--- src/rtl/bus_arbit_pkg.sv ---
// Shared definitions for the four-master bus arbiter and its priority search.
// Holds the FSM encoding, master count, select width and the default hold limit.
package bus_arbit_pkg;

   localparam int NUM_M        = 4;
   localparam int SEL_W        = 2;
   localparam int DEF_MAX_HOLD = 16;

   typedef enum logic {
      ST_IDLE  = 1'b0,
      ST_GRANT = 1'b1
   } arb_state_e;

   // Expand a master index into the one-hot grant vector.
   function automatic logic [NUM_M-1:0] sel_to_onehot(input logic [SEL_W-1:0] sel);
      logic [NUM_M-1:0] onehot;
      onehot      = '0;
      onehot[sel] = 1'b1;
      return onehot;
   endfunction

endpackage

--- src/rtl/bus_arbit_rr_pick.sv ---
// Rotating-priority search: the first requester after 'last' wins, wrapping
// around, so 'last' itself is the lowest-priority candidate.
module rr_pick
   import bus_arbit_pkg::*;
(
   input  logic [NUM_M-1:0] req,
   input  logic [SEL_W-1:0] last,
   output logic             found,
   output logic [SEL_W-1:0] idx
);

   logic [SEL_W-1:0] w_cand;

   // Walk from the farthest candidate to the nearest so the nearest hit wins.
   always_comb begin
      found  = 1'b0;
      idx    = last;
      w_cand = last;
      for (int k = NUM_M; k >= 1; k--) begin
         w_cand = last + SEL_W'(k);
         if (req[w_cand]) begin
            found = 1'b1;
            idx   = w_cand;
         end
      end
   end

endmodule

--- src/rtl/bus_arbit_rr4.sv ---
// Four-master round-robin arbiter with a hold-time limit that forces handover
// to a waiting master unless the current owner holds its lock bit.
module bus_arbit_rr4
   import bus_arbit_pkg::*;
#(
   parameter int MAX_HOLD = DEF_MAX_HOLD,
   parameter int CNT_W    = 8
)
(
   input  logic             clk,
   input  logic             reset,
   input  logic [NUM_M-1:0] M_req,
   input  logic [NUM_M-1:0] M_lock,
   output logic [NUM_M-1:0] M_grt,
   output logic [SEL_W-1:0] Msel,
   output logic             preempt,
   output logic             busy,
   output logic             o_dbg_state,
   output logic [CNT_W-1:0] o_dbg_hold_cnt
);

   localparam logic [CNT_W-1:0] LP_MAX_HOLD = CNT_W'(MAX_HOLD);
   localparam logic [CNT_W-1:0] LP_ONE      = CNT_W'(1);

   arb_state_e       r_state;
   logic [CNT_W-1:0] r_hold_cnt;
   logic [SEL_W-1:0] r_last;
   logic [NUM_M-1:0] r_grt;
   logic [SEL_W-1:0] r_msel;
   logic             r_preempt;
   logic             r_busy;

   logic [NUM_M-1:0] w_search_req;
   logic             w_found;
   logic [SEL_W-1:0] w_idx;
   logic             w_owner_req;
   logic             w_owner_lock;

   // The owner is masked out so preemption only ever picks another master;
   // when the owner has dropped its request the mask changes nothing.
   assign w_search_req = M_req & ~r_grt;
   assign w_owner_req  = |(M_req & r_grt);
   assign w_owner_lock = |(M_lock & r_grt);

   rr_pick u_rr_pick (
      .req   (w_search_req),
      .last  (r_last),
      .found (w_found),
      .idx   (w_idx)
   );

   always_ff @(posedge clk) begin
      if (reset) begin
         r_state    <= ST_IDLE;
         r_hold_cnt <= '0;
         r_last     <= SEL_W'(NUM_M - 1);
         r_grt      <= '0;
         r_msel     <= '0;
         r_preempt  <= 1'b0;
         r_busy     <= 1'b0;
      end else begin
         r_preempt <= 1'b0;
         case (r_state)
            ST_IDLE: begin
               if (w_found) begin
                  r_state    <= ST_GRANT;
                  r_grt      <= sel_to_onehot(w_idx);
                  r_msel     <= w_idx;
                  r_last     <= w_idx;
                  r_hold_cnt <= LP_ONE;
                  r_busy     <= 1'b1;
               end
            end
            ST_GRANT: begin
               if (!w_owner_req) begin
                  if (w_found) begin
                     r_grt      <= sel_to_onehot(w_idx);
                     r_msel     <= w_idx;
                     r_last     <= w_idx;
                     r_hold_cnt <= LP_ONE;
                  end else begin
                     r_state <= ST_IDLE;
                     r_grt   <= '0;
                     r_busy  <= 1'b0;
                  end
               end else if (r_hold_cnt < LP_MAX_HOLD) begin
                  r_hold_cnt <= r_hold_cnt + LP_ONE;
               end else if (w_found && !w_owner_lock) begin
                  r_grt      <= sel_to_onehot(w_idx);
                  r_msel     <= w_idx;
                  r_last     <= w_idx;
                  r_hold_cnt <= LP_ONE;
                  r_preempt  <= 1'b1;
               end
               // Otherwise the owner keeps the bus with the counter parked at the limit.
            end
            default: begin
               r_state <= ST_IDLE;
               r_grt   <= '0;
               r_busy  <= 1'b0;
            end
         endcase
      end
   end

   assign M_grt          = r_grt;
   assign Msel           = r_msel;
   assign preempt        = r_preempt;
   assign busy           = r_busy;
   assign o_dbg_state    = r_state;
   assign o_dbg_hold_cnt = r_hold_cnt;

endmodule

--- config.mk ---
export PLATFORM = sky130hd
export DESIGN_NAME = bus_arbit_rr4
export DESIGN_NICKNAME = d
export VERILOG_FILES = /design/src/rtl/bus_arbit_pkg.sv /design/src/rtl/bus_arbit_rr_pick.sv /design/src/rtl/bus_arbit_rr4.sv
export SDC_FILE = /design/constraint.sdc
export NUM_CORES = 1
export LEC_CHECK = 0
export ABC_AREA = 1
export BUFFER_PORTS_ARGS = -buffer_cell sky130_fd_sc_hd__buf_4
export CELL_PAD_IN_SITES_DETAIL_PLACEMENT = 1
export CELL_PAD_IN_SITES_GLOBAL_PLACEMENT = 2
export CORE_ASPECT_RATIO = 1.1
export CORE_UTILIZATION = 26
export DETAILED_ROUTE_END_ITERATION = 16
export GPL_TIMING_DRIVEN = 0
export PLACE_DENSITY = 0.83
export SLEW_MARGIN = 20
export SYNTH_ARGS = -nofsm -noshare
export SYNTH_HDL_FRONTEND = slang
export SYNTH_SLANG_ARGS = --single-unit
--- constraint.sdc ---
create_clock -name clk -period 1.4 [get_ports clk]
set_input_delay 0.21 -clock clk [delete_from_list [all_inputs] [get_ports clk]]
set_output_delay 0.21 -clock clk [all_outputs]
set_load 0.03 [all_outputs]
==> results.cfg, run 1 <==
[routing]
drc_errors = 0
drt_wl_total_um = 3680
routed.top_layer = met4
wl_met3_um = 108
ant_nets = 0
wl_per_cell_um = 14.4
vias = 1176
via_per_inst = 4.61
firstDrtPassIters = 4
drtIter0Drc = 37
met2_wirelength_um = 2090
wl_met1_um = 1430

[sta]
rsz0062_at_grt = yes
tightest_slew_ns = 0.673
setup_violations = 18
hold_viol = 0
finalCritPeriodShare_pct = 117
relSlewSlack_pct = 55.1
period_minus_slack_ns = 1.64
fmax_ghz = 0.608
slew_violations = 0
setup_slack_ns = -0.244
fin_worst_skew_ns = 0.00191

[placement]
routabilityCongestion = 0.715
placed_area_mm2 = 0.00148
dp_slack_ns = -0.237
hpwl_um = 2620
port_buffers = 25

[finish]
final_nets = 213
drive_gt1_share_pct = 57.2
n_antenna_cell = 0
final_cell_mix = 37 x nand2_1, 34 x buf_4, 16 x inv_1
postLayoutCellArea_mm2 = 0.00181
syn2layout_area_growth_pct = 53.2
final_common_cell = nand2_1

[grt]
first_global_vias = 1289
grt_max_degree = 12
antenna_found_initial = 0
grt_pass1_wl_um = 5750
track_usage_pct = 15.7
overflow = 0

[synth]
synth_area_leader_cell = dfxtp_1
synth_area_leaders = dfxtp_1 32%, nand2_1 14%, inv_1 6.0%
ys_seq_area_share_pct = 32.2
ys_ff_latch = 19
netlist_area_mm2 = 0.00118
ys_types = 29
synth_area_per_cell_um2 = 7.28
yosys_warnings = 0
synth_cells = 162
yosysTopAreaCellShare_pct = 32.2
syn-num-nets = 173

[pwr]
vdd_drop_max_mv = 0.594
power_mw = 3.45
p_leak_nw = 0.794
power_density_mw_per_mm2 = 1910

[clock_tree]
htreeDepth = 1
cts.sinks = 19
cts_made_buffers = 3
cts_tree = yes
insertion_delay_ns = 0.26
clkTransAtPathRegs_ns = 0.07
cts_max_path_buffers = 2
root_buffer = clkbuf_8
hold_buffers = 0

[floorplanning]
num_io_pins = 27
die_area_mm2 = 0.00481
rows = 25
start_util_pct = 27.3
core-area_mm2 = 0.00432
die_x_um = 66.2
die_h_um = 72.7

[setup_path]
cp_data_arrival_time_ns = 1.80
endpoint_kind = flip-flop
critical_path.max_stage_delay_ns = 0.34
crit_buf_inv = 4
critical-path-top-delay-family = simple AND/OR/NAND/NOR gates
worstSetupStartpointType = flip-flop
cp_cell_sequence = buf_12, clkinv_8, nand3_2, nand2_2, nor2_4, nand2_4, inv_6, o21ai_4, o21ai_4, nand2_1, o211ai_1, inv_1
r2r_cells = 12
critical_path_depth = 12
cp_data_required_time_ns = 1.55
slowest_stage = dfxtp_2
crit_path_frequent_cell = o21ai_4
critical_path.max_fanout = 8
crit_type = flip-flop to flip-flop

[status]
status = finished, violations left
violations = setup timing

[run]
cap_viol_max_count = 0

[worst_hold_path]
holdPathStages = 2
hp-class = input port to flip-flop
[synth_stat cells (all sizes together)]
cell,count
a21oi,8
a22o,1
buf,2
clkbuf,1
dfxtp,19
ha,1
inv,25
nand2,57
nand3,16
nand4,1
nor2,14
nor3,2
nor4,2
o211ai,4
o21ai,7
xnor2,1
xor2,1
[flip-flops by register name, summed over array words and instances (netlist names)]
| signal | count |
|---|---|
| M_grt | 4 |
| Msel | 2 |
| busy | 1 |
| o_dbg_hold_cnt | 8 |
| o_dbg_state | 1 |
| preempt | 1 |
| r_last | 2 |
[per-layer routing]
metal / vias to the layer above / track usage [%]
met4: 0 / 5.67
met5: - / 0
met3: 6 / 2.34
li1: 593 / -
met1: 556 / 16.1
met2: 21 / 31.4
[cell type report]
type	count	area [um2]
fillers	519	2510
multi-input cells	115	881
flip-flops and latches	19	404
repair buffers	35	267
inverters	25	114
well taps	54	67.6
clock buffers	3	41.3
plain buffers	3	28.8
clock inverters	1	5.00
[repair_timing]
action / 4_1_cts / 5_1_grt
setup endpoints to repair: 17 / 17
endpoints found under the hold margin: 0 / 0
buffers inserted: 4 / 6
gates resized for setup: 17 / 32
pin swaps: 13 / 14
[power breakdown]
part           total, mW  switching, mW  internal [mW]
combinational       2.29           1.43          0.851
sequential         0.772          0.113          0.658
clock              0.388          0.190          0.198
total               3.45           1.74           1.71
[cell families after synthesis]
logic type	Yosys count	synth area share [%]
AND/OR/NAND/NOR	92	42.4
buffers and inverters	28	10.3
AO/OA/AOI/OAI	20	12.5
flip-flops	19	32.2
XOR/XNOR	2	1.48
adder cells (fa/ha/maj)	1	1.06
[worst register-to-register path, delay by kind of cell (launching register included)]
family                 cells  cell delay (ns)
DFF                        1             0.34
AOI/OAI and AO/OA          3             0.38
buffers and inverters      4             0.38
and+or+nand+nor            5             0.44
[final timing paths]
| check | from | to | slack, ns |
|---|---|---|---|
| max | r_last[0] | o_dbg_hold_cnt[0] | -0.24 |
| min | reset | M_grt[0] | 0.45 |
| max reg2reg | r_last[0] | o_dbg_hold_cnt[0] | -0.24 |
| min reg2reg | o_dbg_hold_cnt[6] | o_dbg_hold_cnt[6] | 0.49 |
[stage by stage]
step / setup TNS [ns] / hold slack [ns] / std cells / util [%]
2_1_floorplan: -0.0298 / 0.526 / 162 / -
3_3_place_gp: -1.76 / 0.460 / 241 / 34.2
3_5_place_dp: -2.69 / 0.477 / 241 / 34.2
4_1_cts: -2.21 / 0.401 / 249 / 37.9
5_1_grt: -4.75 / 0.463 / 255 / 41.9
6_report: -3.02 / 0.452 / 255 / 41.9
(Power assumes the default switching activity.)
==> inputs of run 2 (changes only) <==
CORE_MARGIN = 2   (was unset)
TNS_END_PERCENT = 100   (was unset)
clock period = 1.3 ns   (was 1.4 ns; I/O delays follow)
==> run 2 against run 1 <==
Net effect: the flow still finishes with violations (setup timing); sequential power increased by 16%; global-route usage shrank 0.75 points; first-iteration DRC count fell by 30%; core utilization decreased by 2.7 points; flip-flop and latch count is the same; clock skew up 0.0033 ns; highest routed layer unchanged.
==> results.cfg, run 2 (synthesis results as in run 1) <==
[floorplanning]
core-area_mm2 = 0.00432
num_io_pins = 27
rows = 25
die_h_um = 74.7
start_util_pct = 27.3
die_x_um = 68.2
die_area_mm2 = 0.00509

[placement]
dp_cells = 241
dp_slack_ns = -0.368
routabilityCongestion = 0.781
hpwl_um = 2710
port_buffers = 25

[finish]
drive_gt1_share_pct = 54.9
final_cell_mix = 37 x nand2_1, 28 x buf_4, 17 x inv_1
nFillCells = 542
seqCellArea_um2 = 404
n_antenna_cell = 0
final_nets = 207
multi_input_area_um2 = 827
final_common_cell = nand2_1
largest_reg_flops = 8
finalNonFillerCells = 249
syn2layout_area_growth_pct = 43.4

[grt]
grt_max_degree = 11
track_usage_pct = 15.0
antenna_found_initial = 0
overflow = 0
grt_pass1_wl_um = 5730
first_global_vias = 1287

[routing]
drc_errors = 0
ant_nets = 0
drtIter0Drc = 26
via_per_inst = 4.61
wl_per_cell_um = 14.1
vias = 1148
drt_wl_total_um = 3500
firstDrtPassIters = 4

[sta]
rsz0062_at_grt = yes
period_minus_slack_ns = 1.59
setup_slack_ns = -0.290
fmax_ghz = 0.629
relSlewSlack_pct = 61.1
fin_worst_skew_ns = 0.00522
fin_setup_tns_ns = -3.81
finalCritPeriodShare_pct = 122
hold_viol = 0
tightest_slew_ns = 0.583
setup_violations = 18
slew_violations = 0

[clock_tree]
cts_tree = yes
htreeDepth = 1
clkTransAtPathRegs_ns = 0.07
cts_made_buffers = 3
hold_buffers = 0
cts.sinks = 19
cts_max_path_buffers = 2
insertion_delay_ns = 0.25
root_buffer = clkbuf_8

[status]
status = finished, violations left
violations = setup timing

[setup_path]
critical_path.max_fanout = 8
worstSetupStartpointType = flip-flop
endpoint_kind = flip-flop
cp_data_arrival_time_ns = 1.74
cp_data_required_time_ns = 1.45
crit_type = flip-flop to flip-flop

[pwr]
power_density_mw_per_mm2 = 2070
p_leak_nw = 0.733
vdd_drop_max_mv = 0.596

[worst_hold_path]
hp-class = input port to flip-flop

[run]
cap_viol_max_count = 0
[run 2: path summary, 6_finish.rpt]
| check | endpoint | from | slack (ns) | cells past startpoint |
|---|---|---|---|---|
| min reg2reg | o_dbg_hold_cnt[4] | o_dbg_hold_cnt[4] | 0.48 | 2 |
| max | o_dbg_hold_cnt[0] | r_last[0] | -0.29 | 11 |
| max reg2reg | o_dbg_hold_cnt[0] | r_last[0] | -0.29 | 11 |
| min | o_dbg_hold_cnt[1] | reset | 0.40 | 2 |
[run 2: final cells by class]
type                    instances  share of cell area, %
repair buffers                 30                   13.8
plain buffers                   2                  0.518
multi-input cells             115                   48.9
inverters                      25                   6.29
flip-flops and latches         19                   23.9
clock buffers                   4                   2.66
well taps                      54                   3.99
[run 2: what timing repair did]
item / CTS / global route
resized for setup: 16 / 17
pin swaps: 10 / 11
setup endpoints to repair: 17 / 19
setup buffers: 4 / 1
[run 2: report_power, final]
part | total, mW | switching (mW) | leakage [nW] | internal (mW)
combinational | 2.19 | 1.37 | 0.551 | 0.826
clock | 0.412 | 0.194 | 0.0228 | 0.218
sequential | 0.899 | 0.182 | 0.160 | 0.717
[run 2: stage by stage]
step / power, mW / utilization, % / instance area, um2 / hold slack, ns
global route: 3.81 / 39.2 / 1690 / 0.440
floorplan: 2.38 / - / 1230 / 0.526
global placement: 2.77 / 34.4 / 1480 / 0.463
finish: 3.50 / 39.2 / 1690 / 0.396
CTS: 3.44 / 37.4 / 1610 / 0.380
detailed placement: 2.87 / 34.4 / 1480 / 0.473
[run 2: metal layers]
metal	track usage (%)	wire (um)	up-vias
met5	0	0	-
met3	1.64	81	4
li1	-	-	578
met4	4.00	19	0
met2	30.2	2030	16
met1	16.1	1380	550
[run 2: worst max-delay path, cell delays in order, from the launching register on]
cell and delay (ns):
dfxtp_4 0.47, inv_8 0.06, nand3_2 0.09, nand2_4 0.07, nor2_4 0.12, nand2_4 0.08
inv_6 0.09, o21ai_2 0.06, o21ai_2 0.22, nand2_1 0.08, o211ai_1 0.09, inv_1 0.06
==> inputs of run 3 (changes only) <==
PLACE_DENSITY = unset   (was 0.83)
PLACE_DENSITY_LB_ADDON = 0.05   (was unset)
==> run 3 against run 2 <==
Net effect: the run still ends with setup timing left; critical endpoint unchanged; setup slack better by 0.0017 ns; first-iteration DRC count down 42%; critical path type unchanged; register-to-register slack about the same; hold slack better by 0.026 ns; final cell count up 1.6%.
==> results.cfg, run 3 (synthesis results as in run 1) <==
[sta]
hold_viol = 0
tightest_slew_ns = 0.651
fin_setup_tns_ns = -3.91
relSlewSlack_pct = 56.6
period_minus_slack_ns = 1.59
holdWs_ns = 0.422
setup_violations = 18
setup_slack_ns = -0.288
slew_violations = 0
fin_worst_skew_ns = 0.00117
finalCritPeriodShare_pct = 122
rsz0062_at_grt = yes
fmax_ghz = 0.630

[finish]
syn2layout_area_growth_pct = 55.0
final_nets = 211
postLayoutCellArea_mm2 = 0.00183
seqCellArea_um2 = 404
finalNonFillerCells = 253
nFillCells = 527
drive_gt1_share_pct = 60.3
final_common_cell = buf_4
multi_input_area_um2 = 931
n_antenna_cell = 0
final_cell_mix = 32 x buf_4, 30 x nand2_1, 14 x inv_1, 14 x nand2_4, 12 x nand2_2
largest_reg_flops = 8

[setup_path]
cp_data_arrival_time_ns = 1.75
cp_data_required_time_ns = 1.46
r2r_start = r_last[0]
critical_path.max_stage_delay_ns = 0.49
endpoint_kind = flip-flop
cp_cell_sequence = inv_8, nand3_4, nand2_4, nor2_4, nand2_4, inv_6, o21ai_2, o21ai_4, nand2_1, o211ai_1, inv_1
reg2reg_slack_ns = -0.29
critical_path.max_fanout = 8
r2r_cells = 11
reg2reg_to = o_dbg_hold_cnt[0]
worstSetupStartpointType = flip-flop
crit_path_frequent_cell = nand2_4
slowest_stage = dfxtp_4
crit_type = flip-flop to flip-flop

[status]
status = finished, violations left
violations = setup timing

[grt]
first_global_vias = 1256
track_usage_pct = 14.4
antenna_found_initial = 0
grt_pass1_wl_um = 5550
grt_max_degree = 12
overflow = 0

[pwr]
power_density_mw_per_mm2 = 2080
power_mw = 3.81
p_leak_nw = 0.801
vdd_drop_max_mv = 0.482

[floorplanning]
rows = 25
core-area_mm2 = 0.00432
num_io_pins = 27
die_area_mm2 = 0.00509
die_x_um = 68.2
die_h_um = 74.7
start_util_pct = 27.3

[clock_tree]
cts_made_buffers = 3
cts_tree = yes
insertion_delay_ns = 0.26
clkTransAtPathRegs_ns = 0.08
cts.sinks = 19
htreeDepth = 1
cts_max_path_buffers = 2
root_buffer = clkbuf_8

[routing]
drc_errors = 0
drt_wl_total_um = 3490
wl_per_cell_um = 13.8
firstDrtPassIters = 4
drtIter0Drc = 15
ant_nets = 0
vias = 1175
via_per_inst = 4.64

[placement]
placed_area_mm2 = 0.00148
routabilityCongestion = 0.728
hpwl_um = 2640
port_buffers = 25
dp_cells = 241

[worst_hold_path]
whs_endpoint = M_grt[1]
hp-class = input port to flip-flop
holdCritStartpoint = reset
holdPathStages = 2

[run]
cap_viol_max_count = 0
[run 3: changes by cell type in the layout (fill, tap and decap cells not counted), sizes merged]
cell,delta
clkbuf,-1
clkinv,+1
buf,+4
[run 3: worst max-delay path by stage]
stage                          from                end  slack, ns  cells after the start
after global routing      r_last[0]            Msel[0]      -0.42                     13
final                     r_last[0]  o_dbg_hold_cnt[0]      -0.29                     11
after detailed placement  r_last[0]  o_dbg_hold_cnt[0]      -0.33                     12
after global placement    r_last[0]  o_dbg_hold_cnt[0]      -0.30                     12
after floorplan           r_last[0]  o_dbg_hold_cnt[0]      -0.12                     12
after CTS                 r_last[0]            Msel[0]      -0.31                     15
[run 3: timing repair]
item                                    CTS  global route
endpoints found under the setup margin   17            18
pin swaps                                17            24
hold buffers                              0             0
gates resized for setup                   6            51
setup buffers                             5             4
[run 3: layer usage]
metal	GRT usage [%]	share of wire, %	vias to the layer above	wire length [um]
met1	16.4	40	566	1410
met4	4.00	1.3	0	44
met2	27.2	56	11	1970
met5	0	0	-	0
li1	-	-	593	-
met3	2.39	2.0	5	68
[run 3: area by class of cell]
class | count | area share, %
Buffer | 2 | 0.479
Inverter | 25 | 5.95
Tap cell | 54 | 3.69
Clock buffer | 3 | 2.26
Sequential cell | 19 | 22.1
Timing Repair Buffer | 34 | 14.4
Clock inverter | 1 | 0.274
Multi-Input combinational cell | 115 | 50.9
[run 3: power by group]
part           switching, mW  internal [mW]  leakage [nW]
clock                  0.223          0.214        0.0255
sequential             0.205          0.716         0.160
combinational           1.50          0.945         0.616
total                   1.93           1.88         0.801
[run 3: critical path: cells and delay by family, from the launching register on]
kind                   cells  cell delay [ns]
AOI/OAI and AO/OA          3             0.34
buffers and inverters      3             0.22
and+or+nand+nor            5             0.42
DFF                        1             0.49
[run 3: per-stage QoR]
stage | setup slack [ns] | util [%]
6_report | -0.288 | 42.4
5_1_grt | -0.418 | 42.4
4_1_cts | -0.307 | 36.7
3_5_place_dp | -0.330 | 34.4
3_3_place_gp | -0.304 | 34.4
2_1_floorplan | -0.121 | -
